===== src/rtl/buzzer_front_end.sv =====
// Quiz buzzer input stage: synchronises and debounces player buttons, flags early presses
// as fouls, locks the first legal press of an armed round and runs the answer countdown.
module buzzer_front_end #(
   parameter int N_PLAYERS       = 4,
   parameter int CLK_HZ          = 50000000,
   parameter int DEBOUNCE_CYCLES = 1000000,
   parameter int ANSWER_SECS     = 10
) (
   input  logic                 clk,
   input  logic                 rst,
   input  logic [N_PLAYERS-1:0] btn_raw,
   input  logic [N_PLAYERS-1:0] player_en,
   input  logic                 arm,
   input  logic                 clear,
   output logic [N_PLAYERS-1:0] answer,
   output logic                 answer_valid,
   output logic                 locked,
   output logic [N_PLAYERS-1:0] foul,
   output logic [3:0]           time_left,
   output logic                 timeout
);

   localparam int DW = (DEBOUNCE_CYCLES > 1) ? $clog2(DEBOUNCE_CYCLES) : 1;
   localparam int TW = (CLK_HZ > 1) ? $clog2(CLK_HZ) : 1;
   localparam logic [DW-1:0] DB_MAX   = DW'(DEBOUNCE_CYCLES - 1);
   localparam logic [TW-1:0] TICK_MAX = TW'(CLK_HZ - 1);
   localparam logic [3:0]    SECS     = 4'(ANSWER_SECS);

   typedef enum logic [1:0] {IDLE, ARMED, LOCKED, TIMEOUT} state_t;

   state_t state, state_next;

   logic [N_PLAYERS-1:0]         sync1, sync2, db, db_d;
   logic [N_PLAYERS-1:0][DW-1:0] db_cnt;
   logic [TW-1:0]                tick;
   logic [N_PLAYERS-1:0]         rise, press, winner;
   logic                         tick_wrap;

   // A bit's debounced value follows the synced input only after it has disagreed
   // for DEBOUNCE_CYCLES consecutive cycles; any agreement restarts the count.
   always_ff @(posedge clk) begin
      if (rst) begin
         sync1  <= '0;
         sync2  <= '0;
         db     <= '0;
         db_d   <= '0;
         db_cnt <= '0;
      end else begin
         sync1 <= btn_raw;
         sync2 <= sync1;
         db_d  <= db;
         for (int i = 0; i < N_PLAYERS; i++) begin
            if (sync2[i] == db[i]) begin
               db_cnt[i] <= '0;
            end else if (db_cnt[i] == DB_MAX) begin
               db[i]     <= sync2[i];
               db_cnt[i] <= '0;
            end else begin
               db_cnt[i] <= db_cnt[i] + DW'(1);
            end
         end
      end
   end

   assign rise      = db & ~db_d & player_en;
   assign press     = rise & ~foul;
   assign winner    = press & (~press + N_PLAYERS'(1));
   assign tick_wrap = (tick == TICK_MAX);

   always_ff @(posedge clk) begin
      if (rst) begin
         state <= IDLE;
      end else begin
         state <= state_next;
      end
   end

   always_comb begin
      state_next = state;
      case (state)
         IDLE:    if (arm) state_next = ARMED;
         ARMED:   if (|press) state_next = LOCKED;
         LOCKED:  if (tick_wrap && time_left == 4'd1) state_next = TIMEOUT;
         TIMEOUT: state_next = TIMEOUT;
         default: state_next = IDLE;
      endcase
      if (clear) state_next = IDLE;
   end

   // Round datapath; clear outranks arm and press in the same cycle.
   always_ff @(posedge clk) begin
      if (rst || clear) begin
         answer       <= '0;
         answer_valid <= 1'b0;
         foul         <= '0;
         time_left    <= '0;
         tick         <= '0;
      end else begin
         answer_valid <= 1'b0;
         case (state)
            IDLE: foul <= foul | rise;
            ARMED: begin
               if (|press) begin
                  answer       <= winner;
                  answer_valid <= 1'b1;
                  time_left    <= SECS;
                  tick         <= '0;
               end
            end
            LOCKED: begin
               if (tick_wrap) begin
                  tick      <= '0;
                  time_left <= time_left - 4'd1;
               end else begin
                  tick <= tick + TW'(1);
               end
            end
            default: ;
         endcase
      end
   end

   assign locked  = (state == LOCKED) || (state == TIMEOUT);
   assign timeout = (state == TIMEOUT);

endmodule

===== config.mk =====
export PLATFORM = sky130hd
export DESIGN_NAME = buzzer_front_end
export DESIGN_NICKNAME = d
export VERILOG_FILES = /design/src/rtl/buzzer_front_end.sv
export SDC_FILE = /design/constraint.sdc
export NUM_CORES = 1
export LEC_CHECK = 0
export CORE_ASPECT_RATIO = 0.5
export CORE_MARGIN = 2
export CORE_UTILIZATION = 60
export CTS_BUF_LIST = sky130_fd_sc_hd__clkbuf_4
export DETAILED_ROUTE_END_ITERATION = 12
export PLACE_DENSITY = 0.8
export SLEW_MARGIN = 20
export SYNTH_ARGS = -nofsm -noshare
export SYNTH_HDL_FRONTEND = slang
export SYNTH_SLANG_ARGS = --single-unit

===== constraint.sdc =====
create_clock -name clk -period 4 [get_ports clk]
set_input_delay 0.8 -clock clk [delete_from_list [all_inputs] [get_ports clk]]
set_output_delay 0.8 -clock clk [all_outputs]
set_load 0.005 [all_outputs]

==> impl_metrics.toml <==
[global_route]
grt_pass1_vias = 4337
grt_max_degree = 30
grt.total_usage = 0.216
antenna_found_initial = 0
grt_pass1_wl_um = 19500
overflow = 0

[clock_network]
h-tree-depth = 4
cts.sinks = 137
cts_buffers = 17
postCtsSetupBuffers = 0
cts-resized-gates = 0
ctsHoldBuffers = 0
clockRootBuffer = "clkbuf_4"
clkTransAtPathRegs_ns = 0.12
cts_max_path_buffers = 2
clkLatencyLatePin_ns = 0.51
cts_tree = "done"

[yosys]
syn_area_per_cell_um2 = 8.86
synth_edf_count = 0
ys_async_sr_fraction = 0
netlist_area_um2 = 6190
synthFlopType = "dfxtp_1"
ys_seq_elements = 137
synth_cells = 698
syn_nets = 717
synth_cell_types = 66
synth_warnings = 0
ys_seq_area_frac = 0.443

[die]
ios = 27
die_h_um = 75.8
rows = 26
die-area_um2 = 11200
coreArea_um2 = 10100
die_w_um = 148
floorplan.initialDensity = 0.611

[setup_path]
worst_setup_path_end_kind = "register"
required_ns = 4.37
worstPathCellList = "ha_1 > nand3_1 > or3_1 > nor4_1 > or3_1 > nor2_1"
crit_slowest_cell = "or3_1"
cp-start-kind = "register"
cp_num_buf_inv = 0
critical-path-max-stage-delay_ns = 0.58
crit_top_cell = "or3_1"
cp_top_family = "simple AND/OR/NAND/NOR gates"
cp.arrival_ns = 2.84
path_class = "reg2reg"
path_max_fanout = 20

[power_and_ir_drop]
p_per_area_nw_per_um2 = 327
sw_frac_of_total = 0.239
p_int_mw = 1.68
p_sw_mw = 0.527
pwr-share-seq = 0.622
leakage_nw = 2.16
max-vdd-ir-drop_v = 0.000164
power_mw = 2.21
combinationalPowerShare = 0.019
clkPwrFrac = 0.359

[drt]
drcViolationCount = 0
drt_pre_antenna_iters = 4
routed_via_density = 5.56
wl_per_cell_um = 13.1
wirelength_um = 11500
first_iter_violations = 229
antenna_left = 0
vias = 4864

[sta]
whs_ns = 0.452
hold_viol = 0
max_slew_margin = 0.354
fin_skew_ns = 0.0159
rsz0062_at_grt = "no"
finalCritPeriodShare = 0.616
worstMarginPinSlew_ns = 0.960
max_freq_ghz = 0.406
maxSlewViolCount = 0
min_period_ns = 2.46
final.setup.tns_ns = 0
setup_viol = 0

[cells_and_area]
fin_nets = 741
final_cell_count_no_fill = 875
final_common_cell = "dfxtp_1"
nFillCells = 832
utilization = 0.668
final_cell_mix = "137 x dfxtp_1, 118 x nor2_1, 53 x nand2_1"
diodes = 0
drive_gt1_frac = 0.0707
area_growth_pct = 9.18

[outcome]
status = "completed"

[min_path]
worstHoldPathType = "reg2reg"

[placement]
dpl.hpwl_um = 7850
gp_congestion = 0.842
port_buffers = 26
dp_cells = 843

[flow_run]
drv_cap = 0
-- cell usage after synthesis, drive strengths merged, types with 6 or more instances --
master,count,share of area
buf,15,0.016
nor4,16,0.020
ha,7,0.014
and2,6,0.0061
nor2,119,0.073
a21oi,20,0.016
nor2b,14,0.014
or3,8,0.0083
dfxtp,137,0.44
xor2,49,0.069
o21ai,8,0.0065
nor3,14,0.014
clkbuf,10,0.0061
nand4,20,0.024
a31oi,12,0.012
a22o,6,0.0085
nand3,46,0.041
and3,18,0.018
and4,10,0.014
inv,20,0.012
nand2,53,0.032
xnor2,35,0.050
-- final timing paths --
kind              from         end  slack, ns  cells past startpoint
max          db_cnt[0]  db_cnt[15]       1.54                      6
min           sync1[3]    sync2[3]       0.45                      1
max reg2reg  db_cnt[0]  db_cnt[15]       1.54                      6
min reg2reg   sync1[3]    sync2[3]       0.45                      1
-- power by group through the flow --
stage	clock network, mW	logic [mW]	registers [mW]
final	0.793	0.0423	1.37
after global routing	0.875	0.0463	1.37
after CTS	0.810	0.0425	1.37
after detailed placement	0	0.0423	1.40
after global placement	0	0.0416	1.40
after floorplan	0	0.0264	1.40
-- layer usage --
layer	global-route usage	vias to the layer above	wire length [um]
li1	-	2482	-
met1	0.280	2291	5620
met2	0.357	81	5360
met3	0.0551	10	404
met4	0.0801	0	108
met5	0	-	0
-- through the flow --
step | setup WS (ns) | area (um^2)
4_1_cts | 1.48 | 6750
2_1_floorplan | 1.81 | 6190
5_1_grt | 1.30 | 6750
3_3_place_gp | 1.16 | 6520
6_report | 1.54 | 6750
3_5_place_dp | 1.09 | 6520
-- flip-flops by register name, indices dropped and copies added, names as in the netlist --
name          cells
answer_valid      1
time_left         4
sync2             4
sync1             4
foul              4
db_cnt           80
db_d              4
state             2
tick             26
answer            4
db                4
-- layout make-up --
cell class	count	area [um^2]	share of cell area
tap	140	175	0.0259
timing repair buffer	30	290	0.0430
multi-input combinational	516	3230	0.479
clock buffer	17	128	0.0189
sequential	137	2740	0.406
clock inverter	15	111	0.0165
inverter	20	75.1	0.0111
-- kinds of logic after synthesis --
group / count (synthesis) / synth area share
simple gates: 349 / 0.300
flops: 137 / 0.443
fa+ha+maj: 7 / 0.0142
compound gates: 71 / 0.0809
mux: 5 / 0.00809
xor+xnor: 84 / 0.119
buf+inv: 45 / 0.0342
(Power assumes the default switching activity.)
